## src/rtl/pcm_frame_scheduler.sv

```systemverilog
// Frame-committed byte FIFO behind the PCM decoder, with a ready/valid packetiser
// that interleaves framed telemetry packets and a periodic status packet.
module pcm_frame_scheduler #(
  parameter int unsigned FRAME_SIZE    = 128,
  parameter int unsigned FIFO_DEPTH    = 512,
  parameter int unsigned STATUS_PERIOD = 10240000,
  parameter logic [7:0]  FRAME_HDR     = 8'hA5,
  parameter logic [7:0]  STATUS_HDR    = 8'h5A
) (
  input  logic        clk,
  input  logic        reset,
  input  logic [7:0]  in_data,
  input  logic        in_en,
  input  logic        lock,
  output logic [7:0]  out_data,
  output logic        out_valid,
  input  logic        out_ready,
  output logic [15:0] frames_rx,
  output logic [7:0]  drop_count,
  output logic        busy
);

  localparam int unsigned AW    = $clog2(FIFO_DEPTH);
  localparam int unsigned LIM_I = FIFO_DEPTH - FRAME_SIZE;
  localparam logic [AW:0] LIM   = LIM_I[AW:0];
  localparam logic [AW:0] PONE  = (AW+1)'(1);
  localparam logic [7:0]  LAST  = 8'(FRAME_SIZE - 1);
  localparam logic [31:0] TMAX  = 32'(STATUS_PERIOD - 1);

  typedef enum logic [2:0] {IDLE, F_HDR, F_SEQ, F_DATA, S_HDR, S_CNT, S_FLAGS} state_t;

  logic [7:0]  r_mem [FIFO_DEPTH];
  logic [AW:0] r_wr_ptr, r_commit_ptr, r_rd_ptr, r_fpend;
  logic [7:0]  r_byte_cnt, r_drop_cnt, r_seq, r_dcnt, r_snap;
  logic        r_drop, r_lock_q, r_stat_pend;
  logic [15:0] r_frames_rx;
  logic [31:0] r_tmr;
  state_t      r_state, w_next;

  logic [AW:0] w_used;
  logic        w_acc, w_last, w_drop, w_wr, w_commit, w_rollback, w_drop_evt, w_tc;
  logic        w_valid, w_xfer, w_done, w_rd_adv, w_enter_shdr;
  logic [7:0]  w_data;

  assign w_acc      = in_en & lock;
  assign w_last     = (r_byte_cnt == LAST);
  assign w_used     = r_commit_ptr - r_rd_ptr;
  // Drop decision is made on the first byte and held for the rest of the frame.
  assign w_drop     = (r_byte_cnt == 8'd0) ? (w_used > LIM) : r_drop;
  assign w_wr       = w_acc & ~w_drop;
  assign w_commit   = w_acc & w_last & ~w_drop;
  assign w_rollback = r_lock_q & ~lock & (r_byte_cnt != 8'd0);
  assign w_drop_evt = (w_acc & w_last & w_drop) | w_rollback;
  assign w_tc       = (r_tmr == TMAX);
  assign w_xfer     = w_valid & out_ready;

  always_ff @(posedge clk) begin
    if (w_wr) r_mem[r_wr_ptr[AW-1:0]] <= in_data;
  end

  always_ff @(posedge clk or posedge reset) begin
    if (reset) begin
      r_lock_q     <= 1'b0;
      r_wr_ptr     <= '0;
      r_commit_ptr <= '0;
      r_byte_cnt   <= '0;
      r_drop       <= 1'b0;
      r_frames_rx  <= '0;
      r_drop_cnt   <= '0;
      r_fpend      <= '0;
    end else begin
      r_lock_q <= lock;
      if (w_rollback) begin
        r_wr_ptr   <= r_commit_ptr;
        r_byte_cnt <= '0;
        r_drop     <= 1'b0;
      end else if (w_acc) begin
        if (w_wr) r_wr_ptr <= r_wr_ptr + PONE;
        if (w_last) begin
          r_byte_cnt <= '0;
          r_drop     <= 1'b0;
        end else begin
          r_byte_cnt <= r_byte_cnt + 8'd1;
          r_drop     <= w_drop;
        end
        if (w_commit) begin
          r_commit_ptr <= r_wr_ptr + PONE;
          r_frames_rx  <= r_frames_rx + 16'd1;
        end
      end
      if (w_drop_evt && r_drop_cnt != 8'hFF) r_drop_cnt <= r_drop_cnt + 8'd1;
      case ({w_commit, w_done})
        2'b10:   r_fpend <= r_fpend + PONE;
        2'b01:   r_fpend <= r_fpend - PONE;
        default: ;
      endcase
    end
  end

  always_ff @(posedge clk or posedge reset) begin
    if (reset) begin
      r_tmr       <= '0;
      r_stat_pend <= 1'b0;
    end else begin
      r_tmr <= w_tc ? '0 : r_tmr + 32'd1;
      // A request landing on the same cycle as S_HDR entry is kept, not lost.
      if (w_tc) r_stat_pend <= 1'b1;
      else if (w_enter_shdr) r_stat_pend <= 1'b0;
    end
  end

  always_ff @(posedge clk or posedge reset) begin
    if (reset) r_state <= IDLE;
    else       r_state <= w_next;
  end

  always_ff @(posedge clk or posedge reset) begin
    if (reset) begin
      r_rd_ptr <= '0;
      r_seq    <= '0;
      r_dcnt   <= '0;
      r_snap   <= '0;
    end else begin
      if (w_rd_adv) begin
        r_rd_ptr <= r_rd_ptr + PONE;
        r_dcnt   <= w_done ? 8'd0 : r_dcnt + 8'd1;
      end
      if (w_done) r_seq <= r_seq + 8'd1;
      // Status fields are snapshotted so out_data cannot move during a stall.
      if (r_state == S_HDR && w_xfer) r_snap <= r_drop_cnt;
      if (r_state == S_CNT && w_xfer) r_snap <= {6'b0, r_fpend != '0, lock};
    end
  end

  always_comb begin
    w_next       = r_state;
    w_valid      = 1'b0;
    w_data       = '0;
    w_done       = 1'b0;
    w_rd_adv     = 1'b0;
    w_enter_shdr = 1'b0;
    case (r_state)
      IDLE: begin
        if (r_stat_pend) begin
          w_next       = S_HDR;
          w_enter_shdr = 1'b1;
        end else if (r_fpend != '0) begin
          w_next = F_HDR;
        end
      end
      F_HDR: begin
        w_valid = 1'b1;
        w_data  = FRAME_HDR;
        if (out_ready) w_next = F_SEQ;
      end
      F_SEQ: begin
        w_valid = 1'b1;
        w_data  = r_seq;
        if (out_ready) w_next = F_DATA;
      end
      F_DATA: begin
        w_valid = 1'b1;
        w_data  = r_mem[r_rd_ptr[AW-1:0]];
        if (out_ready) begin
          w_rd_adv = 1'b1;
          if (r_dcnt == LAST) begin
            w_done = 1'b1;
            w_next = IDLE;
          end
        end
      end
      S_HDR: begin
        w_valid = 1'b1;
        w_data  = STATUS_HDR;
        if (out_ready) w_next = S_CNT;
      end
      S_CNT: begin
        w_valid = 1'b1;
        w_data  = r_snap;
        if (out_ready) w_next = S_FLAGS;
      end
      S_FLAGS: begin
        w_valid = 1'b1;
        w_data  = r_snap;
        if (out_ready) w_next = IDLE;
      end
      default: w_next = IDLE;
    endcase
  end

  assign out_valid  = w_valid;
  assign out_data   = w_data;
  assign busy       = (r_state != IDLE);
  assign frames_rx  = r_frames_rx;
  assign drop_count = r_drop_cnt;

endmodule

```

## config.mk

```make
export PLATFORM = sky130hd
export DESIGN_NAME = pcm_frame_scheduler
export DESIGN_NICKNAME = d
export VERILOG_FILES = /design/src/rtl/pcm_frame_scheduler.sv
export SDC_FILE = /design/constraint.sdc
export NUM_CORES = 2
export LEC_CHECK = 0
export CORE_MARGIN = 1.5
export CORE_UTILIZATION = 63
export CTS_BUF_LIST = sky130_fd_sc_hd__clkbuf_8
export DETAILED_ROUTE_END_ITERATION = 16
export PLACE_DENSITY = 0.79
export REMOVE_ABC_BUFFERS = 1
export SETUP_SLACK_MARGIN = 0.02
export SYNTH_ARGS = -nofsm -noshare
export SYNTH_HDL_FRONTEND = slang
export SYNTH_SLANG_ARGS = --single-unit
```

## constraint.sdc

```tcl
create_clock -name clk -period 16.3 [get_ports clk]
set_input_delay 3.26 -clock clk [delete_from_list [all_inputs] [get_ports clk]]
set_output_delay 3.26 -clock clk [all_outputs]
set_load 0.005 [all_outputs]
```

* After elaboration in Yosys (flattened, before gate mapping)
Memory sizes are Yosys's and may differ from the RTL's.
Cells that the tools add are included.
** Word-level totals
- Register bits :: 134
- Bits in writable memories :: 4096
- Input bits :: 13
- Output and inout port bits :: 34
- Logic and storage cells :: 116
- Memories kept :: 1
** Memory list
- r_mem :: words 512, bits a word 8, rd ports 1, clocked after memory_dff 0, write ports 1, line 32 : logic [7:0] r_mem [FIFO_DEPTH];
** Cells by class
- Add/sub/neg operators :: 11
- $lt $le $gt $ge :: 1
- Equality and inequality tests :: 20
- Muxes and demuxes :: 38
- Bitwise gates (word level) :: 12
- Reductions and logical operators :: 18
** Operators by type and width (number)
- $mux 8 :: 6
- $pmux 8 s5 :: 1
- $add 32x1->32 const B :: 1
- $add 8x1->8 const B :: 4
- $eq 32x24->1 const B :: 1
- $mux 32 :: 1
- $add 10x1->10 const B :: 3
- $mux 10 :: 3
- $mux 3 :: 9
- $pmux 3 s7 :: 1
- $pmux 10 s2 :: 1
- $add 16x1->16 const B :: 1
- $eq 8x7->1 const B :: 2
- $mux 1 :: 16
- $ne 2x2->1 const B :: 7
- $gt 10x9->1 const B :: 1
- $reduce_bool 10->1 :: 1
- $reduce_bool 2->1 :: 5
- $sub 10x1->10 const B :: 1
- $sub 10x10->10 :: 1
- $eq 3x3->1 const B :: 3
- $and 1x1->1 :: 8
- $logic_not 8->1 :: 1
- $ne 8x8->1 const B :: 1
- other kinds (16) :: 21

* Longest topological paths before layout
- Depth after elaboration :: 8
- Depth in mapped cells :: 24
- Depth with buffers taken out :: 18

* Least setup slack after synthesis
No wires, ideal clock.
- Path kind :: input-to-reg
- From :: in lock
- To :: reg r_fpend[8]
- Arrival :: 6.172 ns
- Data required time :: 16.168 ns
- Slack :: 9.995 ns
- Cell stages on the path :: 16
- Buffers on the path :: 1
- Cell sequence :: nand2_1 -> nor2_1 -> nand2_1 -> nor2_2 -> clkinv_1 -> clkbuf_1 -> ha_1 -> fa_1 -> a21o_1 -> a21oi_1 -> o21bai_1 -> a21oi_1 -> o21bai_1 -> a21oi_1 -> xor2_1 -> o21ai_0
** On the way
- Word-level cells in the longest chain between the ends :: 5
- Elaborated cells on any way between the ends :: 7
- Those cells by class :: 2 x eq/ne; 1 x mux; 3 x bitwise; 1 x reduce/logical
** Ends and longest elaborated chain
- start: declaration :: line 14 : input logic lock,
- $and 1x1->1 (*) :: line 45 : assign w_acc = in_en & lock;
- $and 1x1->1 (*) (2 in series) :: line 51 : assign w_commit = w_acc & w_last & ~w_drop;
- $eq 2x1->1 or $eq 2x2->1 (tied branches) :: line 92 : case ({w_commit, w_done})
- $pmux 10 s2 or $reduce_bool 2->1 (tied branches)
- end signal: assignment :: line 93 : 2'b10: r_fpend <= r_fpend + PONE;
- end signal: assignment :: line 94 : 2'b01: r_fpend <= r_fpend - PONE;
- end: declaration :: line 33 : logic [AW:0] r_wr_ptr, r_commit_ptr, r_rd_ptr, r_fpend;
Every way passes the cells marked *; elsewhere a longest branch is shown, timed or not.
A chain may end at the register's enable or synchronous reset.

* Final worst setup path
- From :: reg r_rd_ptr[2]
- To :: out out_data[2]
** On the way
- Word-level cells in the longest chain between the ends :: 2
** Ends and longest elaborated chain
- start: declaration :: line 33
- start signal: assignment :: line 125 : r_rd_ptr <= r_rd_ptr + PONE;
- $mem_v2 512x8
- $pmux 8 s5 :: line 142 : case (r_state)
- end: declaration :: line 15 : output logic [7:0] out_data,
Every way passes these cells.

==> metrics.yaml <==
sta:
  worst_pin_slew_ns: 1.54
  hold_viol: 0
  setup-tns-final_ns: 0
  setup_violations: 0
  setup_slack_ns: 4.70
  fmax_mhz: 86.2
  slew_headroom_pct: -3.65
  fin_crit_ns: 11.60
  rsz0062_at_grt: "no"
  fin_skew_ns: 0.0644
  timing.final.crit_share_pct: 71.2
  finalMaxSlewViolations: 13
placement:
  dp_cells: 11800
  hpwl_mm: 263
  place_ws_ns: 6.43
  port_buffers: 46
  place_congestion: 0.892
  dpl_cell_area_sq_mm: 0.175
global_route:
  grt_overflow: 0
  antenna_found_initial: 16
  grt_max_degree: 209
  grt_usage_pct: 33.1
  grt_pass1_wl_mm: 642
  grt_pass1_vias: 91800
floorplan:
  dieArea_sq_mm: 0.268
  die_h_um: 518
  core_sq_mm: 0.263
  initial_core_util_pct: 63.5
  io_pins: 47
  row_count: 188
  die_w_um: 518
setup_path:
  crit_path_start_kind: "register"
  arrival_ns: 8.34
  path_buf_inv: 5
  r2r_setup_slack_ns: 7.74
  critPathRequiredTime_ns: 13.04
  worstSetupPathType: "register to output port"
  crit_chain: "buf_4 > buf_4 > buf_4 > or2_2 > buf_4 > o22ai_1 > a21oi_1 > o2111ai_1 > nor4_1 > o31ai_1 > and3_1 > clkdlybuf4s50_1"
  cp_max_fo: 44
  slowest_delay_ns: 1.15
  path_delay_family: "buffers and inverters"
  crit_slowest_cell: "nor4_1"
  path_common_cell: "buf_4"
  cp-end-kind: "output port"
clocking:
  cts_hold_buf: 0
  cts_tree: "yes"
  ctsLongestPathBuffers: 4
  cts_sinks: 4230
  cts_buffers: 646
  clkTransAtPathRegs_ns: 0.06
  cts_root_buffer: "clkbuf_8"
  insertion_delay_ns: 1.21
  htree_levels: 6
  post_cts_buffers: 0
  cts_resized: 0
status:
  status: "finished, violations left"
  violations: "max-capacitance violations, max-slew violations"
detailed_routing:
  ant_nets: 0
  via_per_inst: 7.22
  wl_per_cell_um: 34.6
  vias: 93200
  drc: 0
  drt-total-wl_mm: 446
  drt_iter0_markers: 15700
  drtPass1Iterations: 9
logic_synthesis:
  ys_ff_latch: 4230
  yosysSeqAreaShare_pct: 75.6
  synth-edff-count: 4096
  async_flop_share_pct: 3.17
  postSynthCellCount: 8228
  ys.flop_type: "edfxtp_1"
  yosysUniqueCellTypes: 82
  yosysWarnings: 0
  avgSynthCellArea_sq_um: 20.3
  synthesis.area_sq_mm: 0.167
layout:
  post-route-cell-area_sq_mm: 0.186
  nets: 8948
  instances_no_fill: 12900
  drive_gt1_share_pct: 27.3
  synthToLayoutAreaGrowth_pct: 11.5
job:
  drv_cap: 3
pwr:
  power_density_mw_per_mm2: 153
  leakagePower_uw: 0.0597
  ir_drop_mv: 0.189
worst_hold_path:
  hold_path.class: "register to register"
[stage by stage]
step	power [uW]	hold slack (ns)	util (%)
after floorplan	20500	0.434	-
after global placement	20400	0.453	66.4
after detailed placement	20500	0.455	66.4
after CTS	28400	0.466	70.8
after global routing	29200	0.487	70.8
final	28500	0.465	70.8
[placed cells by master (no fill, tap or decap), types with 134 or more instances in the layout]
master    netlist  layout
nand2_1       266     252
a21oi_1       134     134
clkbuf_8        0     653
edfxtp_1     4096    4096
nor4_1        533     425
nor2_1        148     140
mux4_2        988     988
mux2i_1       191     191
a22oi_1       143     143
clkinv_1        2     162
inv_1          24     227
buf_4          63     570
[synth_stat cells (28+ instances only)]
cell,count,share of area [%]
edfxtp_1,4096,74
mux4_2,988,13
nor4_1,533,2.0
clkbuf_1,349,0.78
nand2_1,266,0.60
mux2i_1,191,1.1
nor2_1,148,0.33
a22oi_1,143,0.64
a21oi_1,134,0.40
dfrtp_1,134,2.0
buf_2,122,0.37
o21ai_0,116,0.35
nand3_1,105,0.31
o22ai_1,82,0.31
buf_4,63,0.28
xnor2_1,57,0.30
nor3_1,56,0.17
buf_1,43,0.097
xor2_1,38,0.20
o221ai_1,35,0.18
a211oi_1,33,0.15
buf_6,33,0.22
nand4_1,33,0.12
and3_1,32,0.12
ha_1,30,0.22
a31oi_1,28,0.10
[power breakdown]
| part | internal, uW | switching (uW) |
|---|---|---|
| Sequential | 12000 | 160 |
| Combinational | 3100 | 5200 |
| Clock | 3880 | 4150 |
| Total | 19000 | 9520 |
[cell type report]
cell class	count	area (sq um)
antenna	4	10.0
sequential	4230	126000
clock buffer	653	8990
fill	14800	76700
multi-input combinational	3358	38600
tap	3515	4400
inverter	29	124
timing repair buffer	638	5210
clock inverter	483	2600
[worst paths after layout]
kind,from,cells after the start,end
min in group asynchronous,reset,2,r_state[1]$_DFFE_PP0P_
worst max-delay path,r_rd_ptr[2]$_DFFE_PP0P_,12,out_data[2]
max in group asynchronous,reset,3,r_rd_ptr[0]$_DFFE_PP0P_
worst max register to register,r_rd_ptr[2]$_DFFE_PP0P_,15,r_mem[36][2]$_DFFE_PP_
worst min register to register,r_fpend[9]$_DFFE_PP0P_,1,r_fpend[9]$_DFFE_PP0P_
worst min-delay path,r_fpend[9]$_DFFE_PP0P_,1,r_fpend[9]$_DFFE_PP0P_
[routing by layer]
layer  GRT usage [%]  part of all wire [%]
met4            15.3                   5.3
met5               0                 0.025
met2            49.9                    46
met1            45.6                    34
met3            9.37                    15
[cells by family (layout without fill, tap and decap cells)]
kind of cell	Yosys count	in the layout	share of synthesized area, %
compound gates	748	748	3.06
xor+xnor	95	95	0.498
other cells	0	4	0
flops	4230	4230	75.6
simple gates	1279	1279	4.10
mux	1204	1204	14.6
buf+inv	640	1803	1.83
fa+ha+maj	32	32	0.249
[flip-flops by register name, indices dropped and copies added (netlist names)]
register,count
drop_count,8
r_lock_q,1
r_fpend,10
frames_rx,16
r_snap,8
r_rd_ptr,10
r_dcnt,8
r_commit_ptr,10
r_seq,8
r_state,3
r_stat_pend,1
r_wr_ptr,10
r_mem,4096
r_drop,1
r_byte_cnt,8
r_tmr,32
Power figures use the tool's default switching activity.
